## src/rtl/smm_stream_adapter.sv

```systemverilog
// ============================================================================
// smm_stream_adapter
//
// Streaming front/back end for the Strassen 2x2 matrix multiply core (SMM0).
//
// Matrix elements arrive one per beat on a valid/ready input stream in the
// order A00, A01, A10, A11, B00, B01, B10, B11. They are packed into the
// core's A and B words, block k at bits [k*BLOCKSIZE +: BLOCKSIZE]. Once the
// eighth element is in, the adapter holds A and B stable while the core
// computes, captures the packed C word, and serialises it on a valid/ready
// output stream as C00, C01, C10, C11. m_last marks the C11 beat.
//
// Optional feature (compile-time macro SMM_TILE_COUNT_EN):
//   defined   : tile_count counts completed tiles and wraps at 2^32.
//   undefined : no counter is built and tile_count is tied to zero.
//
// Parameters:
//   DATAWIDTH   : packed width of the A, B and C words (4 blocks)
//   BLOCKSIZE   : width of one matrix element
//   MUL_LATENCY : clock edges from A_out/B_out stable to C_in valid (1..15)
//
// Ports:
//   clk        : clock, rising edge
//   rst        : asynchronous active-high reset
//   s_valid    : input element valid
//   s_ready    : adapter accepts an input element (high only in LOAD)
//   s_data     : input element
//   A_out      : packed A word to the core
//   B_out      : packed B word to the core
//   C_in       : packed C word from the core, C00 in the top block
//   m_valid    : output element valid
//   m_ready    : downstream accepts an output element
//   m_data     : output element
//   m_last     : high on the final (C11) output beat of a tile
//   busy       : high whenever the adapter is not in LOAD
//   tile_count : number of completed tiles
// ============================================================================
module smm_stream_adapter #(
    parameter int DATAWIDTH   = 128,
    parameter int BLOCKSIZE   = 32,
    parameter int MUL_LATENCY = 1
) (
    input  logic                 clk,
    input  logic                 rst,
    input  logic                 s_valid,
    output logic                 s_ready,
    input  logic [BLOCKSIZE-1:0] s_data,
    output logic [DATAWIDTH-1:0] A_out,
    output logic [DATAWIDTH-1:0] B_out,
    input  logic [DATAWIDTH-1:0] C_in,
    output logic                 m_valid,
    input  logic                 m_ready,
    output logic [BLOCKSIZE-1:0] m_data,
    output logic                 m_last,
    output logic                 busy,
    output logic [31:0]          tile_count
);

    typedef enum logic [1:0] {
        LOAD  = 2'd0,
        WAIT  = 2'd1,
        DRAIN = 2'd2
    } state_t;

    localparam logic [3:0] LATENCY = 4'(MUL_LATENCY);

    state_t                 state;
    logic [2:0]             beat_cnt;
    logic [3:0]             wait_cnt;
    logic [1:0]             out_idx;
    logic [DATAWIDTH-1:0]   result;

    // Output element idx of a packed C word. C00 lives in the top block and
    // C11 in the bottom block, the reverse of how A and B are packed.
    function automatic logic [BLOCKSIZE-1:0] c_block(
        input logic [DATAWIDTH-1:0] c,
        input logic [1:0]           idx
    );
        c_block = c[(3 - int'(idx)) * BLOCKSIZE +: BLOCKSIZE];
    endfunction

    // Main controller. Every output is registered here so the streams see
    // clean, glitch-free handshake signals.
    //
    // LOAD  : each accepted beat is written straight into its block of A_out
    //         (beats 0..3) or B_out (beats 4..7). The word registers are not
    //         cleared between tiles, so they hold the previous tile until the
    //         new beats overwrite them.
    // WAIT  : wait_cnt starts at 0 on the edge that accepted beat 7 and is
    //         compared before it increments, so C_in is captured on the edge
    //         MUL_LATENCY+1 edges after that accept. That gives the core its
    //         full latency measured from the first edge at which A/B are
    //         complete.
    // DRAIN : result holds the captured C word so the core is free to
    //         change C_in; m_data/m_last only move on an accepted beat,
    //         which keeps them stable under backpressure.
    always_ff @(posedge clk or posedge rst) begin
        if (rst) begin
            state    <= LOAD;
            beat_cnt <= '0;
            wait_cnt <= '0;
            out_idx  <= '0;
            result   <= '0;
            A_out    <= '0;
            B_out    <= '0;
            s_ready  <= 1'b1;
            m_valid  <= 1'b0;
            m_data   <= '0;
            m_last   <= 1'b0;
            busy     <= 1'b0;
        end else begin
            case (state)
                LOAD: begin
                    if (s_valid && s_ready) begin
                        if (beat_cnt[2] == 1'b0) begin
                            A_out[int'(beat_cnt[1:0]) * BLOCKSIZE +: BLOCKSIZE] <= s_data;
                        end else begin
                            B_out[int'(beat_cnt[1:0]) * BLOCKSIZE +: BLOCKSIZE] <= s_data;
                        end
                        beat_cnt <= beat_cnt + 3'd1;
                        if (beat_cnt == 3'd7) begin
                            state    <= WAIT;
                            wait_cnt <= '0;
                            s_ready  <= 1'b0;
                            busy     <= 1'b1;
                        end
                    end
                end

                WAIT: begin
                    wait_cnt <= wait_cnt + 4'd1;
                    if (wait_cnt == LATENCY) begin
                        result  <= C_in;
                        m_data  <= c_block(C_in, 2'd0);
                        m_last  <= 1'b0;
                        m_valid <= 1'b1;
                        out_idx <= '0;
                        state   <= DRAIN;
                    end
                end

                DRAIN: begin
                    if (m_valid && m_ready) begin
                        if (out_idx == 2'd3) begin
                            state    <= LOAD;
                            m_valid  <= 1'b0;
                            m_last   <= 1'b0;
                            s_ready  <= 1'b1;
                            busy     <= 1'b0;
                            beat_cnt <= '0;
                        end else begin
                            out_idx <= out_idx + 2'd1;
                            m_data  <= c_block(result, out_idx + 2'd1);
                            m_last  <= (out_idx == 2'd2);
                        end
                    end
                end

                default: begin
                    state   <= LOAD;
                    s_ready <= 1'b1;
                    m_valid <= 1'b0;
                    m_last  <= 1'b0;
                    busy    <= 1'b0;
                end
            endcase
        end
    end

`ifdef SMM_TILE_COUNT_EN
    logic tile_done;

    // A tile is complete on the edge that accepts its C11 beat.
    assign tile_done = (state == DRAIN) && m_valid && m_ready && (out_idx == 2'd3);

    // Completed-tile counter. It wraps naturally from 0xFFFFFFFF to 0.
    always_ff @(posedge clk or posedge rst) begin
        if (rst) begin
            tile_count <= '0;
        end else if (tile_done) begin
            tile_count <= tile_count + 32'd1;
        end
    end
`else
    // Counter not built; the port is kept so the interface never changes.
    assign tile_count = '0;
`endif

endmodule

```

## config.mk

```make
export PLATFORM = sky130hd
export DESIGN_NAME = smm_stream_adapter
export DESIGN_NICKNAME = d
export VERILOG_FILES = /design/src/rtl/smm_stream_adapter.sv
export SDC_FILE = /design/constraint.sdc
export NUM_CORES = 1
export LEC_CHECK = 0
export ABC_AREA = 1
export BUFFER_PORTS_ARGS = -buffer_cell sky130_fd_sc_hd__buf_2
export CAP_MARGIN = 40
export CORE_ASPECT_RATIO = 1.5
export CORE_UTILIZATION = 40
export CTS_CLUSTER_DIAMETER = 40
export DETAILED_ROUTE_END_ITERATION = 8
export GPL_TIMING_DRIVEN = 0
export PLACE_DENSITY = 0.59
export SLEW_MARGIN = 20
export SYNTH_ARGS = -nofsm -noshare
export SYNTH_HDL_FRONTEND = slang
export SYNTH_SLANG_ARGS = --single-unit
```

## constraint.sdc

```tcl
create_clock -name clk -period 31 [get_ports clk]
set_input_delay 1.55 -clock clk [delete_from_list [all_inputs] [get_ports clk]]
set_output_delay 1.55 -clock clk [all_outputs]
set_load 0.02 [all_outputs]
```

* After elaboration in Yosys (flattened, before gate mapping)
Cells that the tools add are included.
** Operators by class
- Add/subtract/negate cells :: 5
- Equal/unequal tests :: 12
- Shift-type cells :: 3
- Multiplexer cells :: 39
- Bitwise logic cells :: 3
- Reduce and logical (&&, ||, !) cells :: 16
** Operators with widths (count)
- bitwise mux 128 bit :: 2
- variable shift 32 x 33 -> 128 bit (first input constant) :: 1
- variable part select 128 x 8 -> 32 bit :: 1
- variable part select 32 x 33 -> 128 bit :: 1
- 2-to-1 mux 32 bit :: 3
- case mux 32 bit (2 select lines) :: 1
- negation 7 -> 33 bit :: 1
- 2-to-1 mux 2 bit :: 8
- 2-to-1 mux 1 bit :: 12
- inequality test 2 bit (second input constant) :: 6
- case mux 1 bit (3 select lines) :: 4
- AND reduction 3 bit :: 4
- AND reduction 4 bit :: 3
- AND reduction 5 bit :: 2
- 2-to-1 mux 3 bit :: 3
- 2-to-1 mux 4 bit :: 2
- case mux 4 bit (2 select lines) :: 1
- equality test 2 bit (second input constant) :: 3
- case mux 2 bit (3 select lines) :: 1
- case mux 3 bit (2 select lines) :: 1
- nonzero test 2 bit :: 3
- adder 4 x 1 -> 4 bit (second input constant) :: 1
- equality test 4 x 1 -> 1 bit (second input constant) :: 1
- case mux 2 bit (2 select lines) :: 1
- 9 further kinds :: 12
** Word-level totals
- Flip-flop bits (word level) :: 431
- Input bits :: 164
- Output and inout bits :: 324
- Logic and storage cells :: 90

* Depth between registers and ports, before layout
Gate-level depths: netlist of run 1.
- Word-level depth :: 6
- Depth in mapped cells :: 11
- Depth with buffers taken out :: 8

* Least setup slack after synthesis of run 1
OpenSTA, ideal clock, no wires.
- Path kind :: input-to-reg
- Start point :: in s_valid
- End point :: reg A_out[24]
- Setup time :: 123 ps
- Arrival time :: 2385 ps
- Required time :: 30877 ps
- Slack :: 28492 ps
- Stages :: 9
- Buffers on the path :: 2
- Cells stage by stage :: nand2_1 > inv_1 > nand2_2 > inv_4 > nand2_4 > buf_2 > buf_2 > o21ai_0 > nand2_1
** Between the ends
- Longest elaborated chain between the ends :: 2
** RTL lines
- from (decl) :: RTL line 45 : input logic s_valid,
- logical AND 1 bit :: RTL line 114 : if (s_valid && s_ready) begin
- AND reduction 3 bit (no line)
- to (signal, indexed assignment) :: RTL line 116 : A_out[int'(beat_cnt[1:0]) * BLOCKSIZE +: BLOCKSIZE] <= s_data;
- to (decl) :: RTL line 48 : output logic [DATAWIDTH-1:0] A_out,
Every way passes these cells.
A chain may end at the register's enable or synchronous reset.

* Final worst setup path of run 1
- Start point :: reg out_idx[0]
- End point :: reg m_data[24]
** Between the ends
- Longest elaborated chain between the ends :: 6
- Elaborated cells between the ends (all ways) :: 9
- Those cells by class :: add/sub: 2; eq/ne: 2; shift: 1; mux: 3; reduce/logical: 1
** RTL lines
- from (decl) :: RTL line 70 : logic [1:0] out_idx;
- from (signal assigned) :: RTL line 152 : out_idx <= out_idx + 2'd1;
- adder 2 x 1 -> 2 bit :: RTL line 153 : m_data <= c_block(result, out_idx + 2'd1);
- subtractor 2 x 2 -> 3 bit :: RTL line 79 : c_block = c[(3 - int'(idx)) * BLOCKSIZE +: BLOCKSIZE];
- variable part select 128 x 8 -> 32 bit :: RTL line 79
- 2-to-1 mux 32 bit :: RTL line 144 : if (out_idx == 2'd3) begin
- 2-to-1 mux 32 bit :: RTL line 143 : if (m_valid && m_ready) begin
- case mux 32 bit (2 select lines) :: RTL line 112 : case (state)
- to (signal assigned) :: RTL line 134 : m_data <= c_block(C_in, 2'd0);
- to (signal assigned) :: RTL line 153
- to (decl) :: RTL line 53 : output logic [BLOCKSIZE-1:0] m_data,
Parallel ways exist; a longest one is shown, timed or not. The select of a mux whose other input is x is not followed.

==> results of run 1 <==
[cell usage in the layout, fill, tap and decap left out, types with 53 or more instances in the layout]
cell type / count
nand2_1: 1046
inv_1: 90
o21ai_0: 262
nand3_1: 73
buf_2: 522
nor3_1: 65
clkbuf_1: 67
clkbuf_16: 53
nor2_1: 194
dfrtp_1: 430
[area by class of cell]
| type | count | area [sq um] | area share |
|---|---|---|---|
| inverter | 97 | 374 | 0.0150 |
| sequential | 431 | 10800 | 0.433 |
| clock buffer | 68 | 1440 | 0.0579 |
| antenna | 1 | 2.50 | 0.000100 |
| timing repair buffer | 459 | 2390 | 0.0958 |
| tap | 656 | 821 | 0.0329 |
| clock inverter | 24 | 329 | 0.0132 |
| buffer | 198 | 1100 | 0.0442 |
| multi-input combinational | 1811 | 7680 | 0.308 |
[final timing paths]
path                                 start         end  cells past startpoint
worst max-delay path            out_idx[0]  m_data[24]                     11
worst min-delay path             result[0]   result[0]                      2
worst max register to register  out_idx[0]  m_data[24]                     11
worst min register to register   result[0]   result[0]                      2
max in group asynchronous              rst   B_out[41]                      4
min in group asynchronous              rst   B_out[24]                      2
[power breakdown]
group          switching, mW  internal, mW  leakage (nW)
combinational          0.735         0.286          7.77
sequential             0.116         0.762          5.47
clock                  0.252         0.380         0.857
total                   1.10          1.43          14.1
[synth_stat cells (3+ instances only)]
library cell / number
a21oi_1: 35
buf_1: 11
buf_2: 67
buf_4: 51
buf_6: 11
clkbuf_1: 58
clkinv_1: 3
dfrtp_1: 430
ha_1: 10
inv_1: 91
nand2_1: 1046
nand3_1: 73
nand3b_1: 13
nor2_1: 194
nor2_2: 8
nor2_4: 4
nor3_1: 65
o21ai_0: 262
o21ai_1: 42
or2_2: 19
[critical path, cell delays in order (launching register included)]
cell      delay [ns]
dfrtp_1         0.36
buf_2           0.21
clkinv_1        0.31
buf_1           0.40
ha_1            0.40
clkinv_1        0.27
nand3_1         0.33
buf_2           0.33
nor2_1          0.11
nor2_1          0.11
nor2_1          0.05
nor2_1          0.09
[metrics by stage]
step | total power, mW | util | instances | worst slack [ns] | cell area (sq um)
final | 2.53 | 0.511 | 3745 | 27.98 | 24900
after global routing | 2.68 | 0.511 | 3745 | 27.75 | 24900
after CTS | 2.54 | 0.511 | 3744 | 27.95 | 24900
after detailed placement | 1.90 | 0.474 | 3652 | 27.89 | 23100
after global placement | 1.89 | 0.472 | 3648 | 12.52 | 23000
after floorplan | 1.50 | - | 2537 | 17.45 | 19900
[layer usage]
metal	track usage	vias to the layer above	routed length, um
met5	0	-	23
met4	0.172	4	4510
met3	0.0569	197	4760
met2	0.555	735	39500
met1	0.298	8844	25400
li1	-	8907	-
[registers in the layout, summed over array words and instances (netlist names), 2 cells and up]
name and flops:
m_data 32, out_idx 2, B_out 128, state 2
beat_cnt 3, A_out 128, wait_cnt 4, result 128
[kinds of logic after synthesis]
group / share of synthesized area
AOI/OAI and AO/OA: 0.0860
buffers and inverters: 0.0741
xor gates and xnor gates: 0.000442
and+or+nand+nor: 0.289
DFF: 0.544
other: 0.000189
adders and majority gates: 0.00631
==> qor.txt, run 1 <==
Status - finished, final reports clean
Final Cycle Share - 0.0975
PortBufs - 455
Num CTS Buffers - 51
Largest net degree at the start of global routing - 103
Clock latency at the later pin of the worst-skew pair - 0.57 ns
VDD IR max - 0.0000599 V
FFs w/ async S/R, synth - 1.00
Post-DR vias/cell - 4.99
Worst Clk Skew - 0.0119 ns
CP arrival - 3.53 ns
Cell row count - 99
H-tree depth - 2
Die Width - 184 um
CP required - 31.50 ns
Post-DP HPWL - 58800 um
Worst rel slew slack - 0.478
Via Count - 18687
GPL Wtd Cong - 0.996
Max-Cap Viols - 0
Worst slew pin tran - 0.783 ns
Root Driver - clkbuf_16
Vias in the first global route - 18947
Synth Flop Type - dfrtp_1
Share of layout cells above drive strength 1 - 0.231
Synth warnings - 0
Die area - 50500 sq um
Post-synthesis average cell area - 7.91 sq um
Drt drc - 0
Core Box Area - 48800 sq um
Fin. max-slew vios - 0
Nets - 3223
Endpoints failing hold - 0
Post-Route WL - 74200 um
Setup Fix Bufs, Post-CTS - 0
RSZ-0062 raised after global routing - false
Worst Setup Start Kind - register
Minimum clock period - 3.02 ns
Die H - 275 um
Fmax - 331 MHz
Yosys top cell area share - 0.543
Clock Tree Buf Depth - 3
CTS tree - built
Post-cts sizing count - 0
Pwr dens - 102 nW/um^2
Pleak - 14.1 nW
Critical path class - reg2reg
ANT nets after route - 0
DR WL/cell - 19.8 um
# fillers - 5011
Post-synth EDFFs - 0
Yosys cell types - 31
Global-route wire length before repair - 111000 um
GRT overflow - 0
Initial antenna violation count - 3
Initial core utilization - 0.406
Yosys top cell by area - dfrtp_1
# hold bufs at CTS - 0
# clock sinks - 431
Tightest Hold Check Type - reg2reg
Yosys reg bits - 431
Final Setup Violations - 0
Setup TNS - 0 ns
R2r setup slk - 27.98 ns
Crit path capture type - register
Worst-path fanout max - 10
Iter 0 DRT Violations - 1174
Ranking of synthesized cells by area - dfrtp_1 54%, nand2_1 20%, o21ai_0 6.6%
Worst hold slack - 0.473 ns
Post-Syn Instances - 2506
Pre-antenna DRT Iters - 5
Sequential element share of the synthesized area - 0.544
CTS clk-pin slew, worst paths - 0.06 ns
Syn-to-layout area delta - 25.8%
Ports - 488
GR Util All Layers - 0.294
Synth Cell Area - 19800 sq um
Power figures use the tool's default switching activity.
==> run 2: changes to the inputs <==
clock period = 2.94 ns   (was 31 ns; I/O delays follow)
==> qor.txt, run 2 (synthesis results as in run 1) <==
Total power - 26.9 mW
Worst slew pin tran - 0.733 ns
Final Setup Violations - 0
ANT nets after route - 0
Share of layout cells above drive strength 1 - 0.225
Initial antenna violation count - 0
Critical path class - reg2reg
Pleak - 14.8 nW
Worst Clk Skew - 0.0160 ns
Vias in the first global route - 19646
Post-DR vias/cell - 4.89
Die Width - 184 um
VDD IR max - 0.000537 V
Minimum clock period - 2.76 ns
Endpoints failing hold - 0
Final Cycle Share - 0.938
Diode count - 0
Final Core Density - 0.547
Ports - 488
Int Pwr - 15.1 mW
Crit path capture type - register
CP required - 3.45 ns
Gate power share - 0.411
Worst Setup Start Kind - register
GPL Wtd Cong - 0.925
Sw frac - 0.436
DR WL/cell - 19.0 um
Pre-antenna DRT Iters - 5
Post-DP HPWL - 58400 um
RSZ-0062 raised after global routing - false
Worst rel slew slack - 0.511
Largest net degree at the start of global routing - 36
CTS clk-pin slew, worst paths - 0.06 ns
CTS tree - built
Drt drc - 0
Worst-path fanout max - 10
Top Registers - A_out (128), B_out (128), result (128)
# fillers - 4756
Num CTS Buffers - 51
Status - finished, final reports clean
Root Driver - clkbuf_16
Clock Tree Buf Depth - 3
Die H - 275 um
Via Count - 19131
Core Box Area - 48800 sq um
CP arrival - 3.27 ns
PortBufs - 455
Fin. max-slew vios - 0
Max-Cap Viols - 0
Die area - 50500 sq um
H-tree depth - 2
Post-Route WL - 74300 um
Pwr dens - 1010 nW/um^2
Clock latency at the later pin of the worst-skew pair - 0.57 ns
Reg power frac - 0.343
Nets - 3393
# clock sinks - 431
Iter 0 DRT Violations - 1048
GRT overflow - 0
Cell row count - 99
Initial core utilization - 0.406
Syn-to-layout area delta - 34.8%
Global-route wire length before repair - 112000 um
Fmax - 363 MHz
Commonest cells after routing, fill and taps aside - 1046 x nand2_1, 523 x buf_2, 430 x dfrtp_1, 262 x o21ai_0, 192 x nor2_1
GR Util All Layers - 0.295
Psw - 11.7 mW
Tightest Hold Check Type - in2reg
Clock network fraction of design power - 0.247
Setup Fix Bufs, Post-CTS - 0
Most common cell after layout, fill and taps aside - nand2_1
-- run 2: worst max-delay path: stages, from the launching register on --
cell and delay, ns:
dfrtp_1 0.38, buf_2 0.21, inv_1 0.13, ha_1 0.23
inv_1 0.30, buf_4 0.26, nand2_1 0.22, buf_1 0.38
nor2_2 0.41, nand2_1 0.09, nand2_1 0.08
-- run 2: path summary, 6_finish.rpt --
path,slack (ns),endpoint,cells after the start,from
max,0.18,B_out[35],10,beat_cnt[0]
min,0.03,B_out[91],5,s_data[27]
max reg2reg,0.18,B_out[35],10,beat_cnt[0]
min reg2reg,0.47,result[20],2,result[20]
max in group asynchronous,1.62,A_out[6],8,rst
min in group asynchronous,0.21,m_data[4],4,rst
-- run 2: metrics by stage --
stage	std cells	setup TNS, ns	worst slack, ns	hold slack, ns	cell area, sq um
5_1_grt	3915	0	0.0748	0.0318	26700
6_report	3915	0	0.182	0.0265	26700
4_1_cts	3915	0	0.0536	0.00206	26700
3_3_place_gp	3648	-2396.57	-5.62	0.343	23000
2_1_floorplan	2537	-1302.40	-3.03	0.257	19900
3_5_place_dp	3663	-0.822	-0.184	0.232	23300
-- run 2: what timing repair did --
| action | 4_1_cts | 5_1_grt |
|---|---|---|
| pin swaps | 0 | 0 |
| resized for setup | 2 | 4 |
| setup endpoints to repair | 11 | 11 |
| hold buffers | 159 | 0 |
| hold endpoints to repair | 438 | 0 |
-- run 2: per-layer routing --
metal / GRT usage / up-vias / share of wire
met5: 0 / - / 0
met2: 0.547 / 672 / 0.52
li1: - / 9233 / -
met4: 0.194 / 0 / 0.069
met3: 0.0569 / 216 / 0.062
met1: 0.297 / 9010 / 0.34
-- run 2: cell type report --
class,count,area [sq um],share of cell area
buffer,198,1100,0.0413
clock buffer,64,1430,0.0534
clock inverter,29,339,0.0127
inverter,97,374,0.0140
multi-input combinational,1811,7690,0.288
sequential,431,10800,0.404
tap,656,821,0.0307
timing repair buffer,629,4170,0.156
-- run 2: power groups by stage --
stage | clock [mW] | sequential (mW) | combinational, mW
3_5_place_dp | 0 | 9.28 | 10.8
5_1_grt | 6.97 | 9.41 | 12.1
4_1_cts | 6.72 | 9.20 | 11.0
3_3_place_gp | 0 | 9.25 | 10.6
6_report | 6.62 | 9.20 | 11.0
2_1_floorplan | 0 | 10.5 | 5.26
==> run 3: changes to the inputs <==
--- a/config.mk
+++ b/config.mk
@@ -9,10 +9,12 @@
 export BUFFER_PORTS_ARGS = -buffer_cell sky130_fd_sc_hd__buf_2
 export CAP_MARGIN = 40
+export CELL_PAD_IN_SITES_DETAIL_PLACEMENT = 0
+export CELL_PAD_IN_SITES_GLOBAL_PLACEMENT = 1
 export CORE_ASPECT_RATIO = 1.5
-export CORE_UTILIZATION = 40
+export CORE_UTILIZATION = 39
 export CTS_CLUSTER_DIAMETER = 40
 export DETAILED_ROUTE_END_ITERATION = 8
 export GPL_TIMING_DRIVEN = 0
-export PLACE_DENSITY = 0.59
+export PLACE_DENSITY = 0.76
 export SLEW_MARGIN = 20
 export SYNTH_ARGS = -nofsm -noshare
==> constraint.sdc (replaced) <==
create_clock -name clk -period 2.94 [get_ports clk]
set_input_delay 0.147 -clock clk [delete_from_list [all_inputs] [get_ports clk]]
set_output_delay 0.147 -clock clk [all_outputs]
set_load 0.005 [all_outputs]
==> qor.txt, run 3 (synthesis results as in run 1) <==
H-tree depth - 2
Die Width - 186 um
Setup Fix Bufs, Post-CTS - 0
Hold path endpoint - B_out[81]
Post-Place Cells - 3670
CTS tree - built
Endpoints failing hold - 0
RSZ-0062 raised after global routing - true
Vias in the first global route - 19641
Initial core utilization - 0.397
Die area - 51700 sq um
Iter 0 DRT Violations - 1179
R2r setup slk - 0.18 ns
Ports - 488
Final Cycle Share - 0.940
Placement Setup Slack - 0.000851 ns
Worst Clk Skew - 0.0147 ns
Crit path capture type - register
GRT overflow - 0
Pleak - 14.9 nW
Non-Filler Instances - 3925
Pwr dens - 962 nW/um^2
Num CTS Buffers - 52
Hold path cells - 5
DR WL/cell - 19.3 um
Drt drc - 0
Multi-input logic area - 7680 sq um
Status - finished, final reports clean
Sequential standard cell area - 10800 sq um
# clock sinks - 431
Worst rel slew slack - 0.438
Worst Setup Start Kind - register
Syn-to-layout area delta - 35.2%
Minimum clock period - 2.76 ns
Initial antenna violation count - 2
Worst setup slack after layout - 0.176 ns
Clock latency at the later pin of the worst-skew pair - 0.60 ns
FF-to-FF Start - out_idx[0]
Final Setup Violations - 0
Max-Cap Viols - 0
Largest net degree at the start of global routing - 35
Fmax - 362 MHz
Final Core Density - 0.537
Final instance area - 26800 sq um
Setup TNS - 0 ns
GPL Wtd Cong - 0.934
Most common cell after layout, fill and taps aside - nand2_1
Dpl cell area - 23400 sq um
Nets - 3394
Post-Route WL - 75800 um
Via Count - 19268
CTS clk-pin slew, worst paths - 0.06 ns
Tightest Hold Check Type - in2reg
PortBufs - 455
CP arrival - 3.28 ns
Clock Tree Buf Depth - 3
Fin. max-slew vios - 0
Worst-path fanout max - 10
R2R cell count - 11
Global-route wire length before repair - 114000 um
Hold path start - s_data[17]
Worst hold slack - 0.0170 ns
Share of layout cells above drive strength 1 - 0.223
Post-DR vias/cell - 4.91
CP required - 3.45 ns
Top Registers - A_out (128), B_out (128), result (128)
Worst slew pin tran - 0.843 ns
Pre-antenna DRT Iters - 5
Core Box Area - 49900 sq um
Post-DP HPWL - 59400 um
GR Util All Layers - 0.294
R2R Path End - m_data[24]
Commonest cells after routing, fill and taps aside - 1046 x nand2_1, 523 x buf_2, 430 x dfrtp_1, 262 x o21ai_0, 194 x nor2_1
ANT nets after route - 0
# fillers - 4838
VDD IR max - 0.000530 V
Die H - 278 um
Root Driver - clkbuf_16
Cell row count - 100
Total power - 25.8 mW
Critical path class - reg2reg
run 3: cell type report:
cell class / count / area share
diodes: 2 / 0.000187
clock inverters: 26 / 0.0146
flip-flops and latches: 431 / 0.403
inverters: 97 / 0.0138
clock buffers: 68 / 0.0542
repair buffers: 629 / 0.156
plain buffers: 198 / 0.0411
multi-input cells: 1811 / 0.287
well taps: 663 / 0.0310
run 3: metal layers:
metal / global-route usage / share of wire / vias up
li1: - / - / 9237
met1: 0.303 / 0.35 / 9076
met2: 0.535 / 0.52 / 749
met3: 0.0525 / 0.059 / 206
met4: 0.190 / 0.073 / 0
met5: 0 / 0 / -
run 3: report_power, final:
part           internal, mW  switching, mW  leakage (nW)
clock network          4.28           2.65         0.900
registers              8.04           1.14          5.47
logic                  3.15           6.52          8.52
run 3: worst max-delay path by stage:
| stage | from | cells after the start | endpoint |
|---|---|---|---|
| detailed placement | out_idx[0] | 11 | m_data[24] |
| global placement | rst | 2 | B_out[37] |
| floorplan | rst | 1 | A_out[0] |
| CTS | out_idx[0] | 11 | m_data[24] |
| finish | out_idx[0] | 11 | m_data[24] |
| global route | out_idx[0] | 11 | m_data[24] |
run 3: critical path: stages (launching register included):
cell      delay [ns]
dfrtp_1         0.34
buf_2           0.20
clkinv_1        0.26
buf_2           0.30
ha_1            0.31
clkinv_1        0.30
nand3_1         0.33
buf_2           0.31
nor2_1          0.09
nor2_1          0.09
nor2_1          0.05
nor2_1          0.10
run 3: what timing repair did:
action                                  in CTS  in global routing
hold buffers                               159                  0
endpoints found under the hold margin      417                  0
resized for setup                            1                  0
endpoints found under the setup margin       2                  8
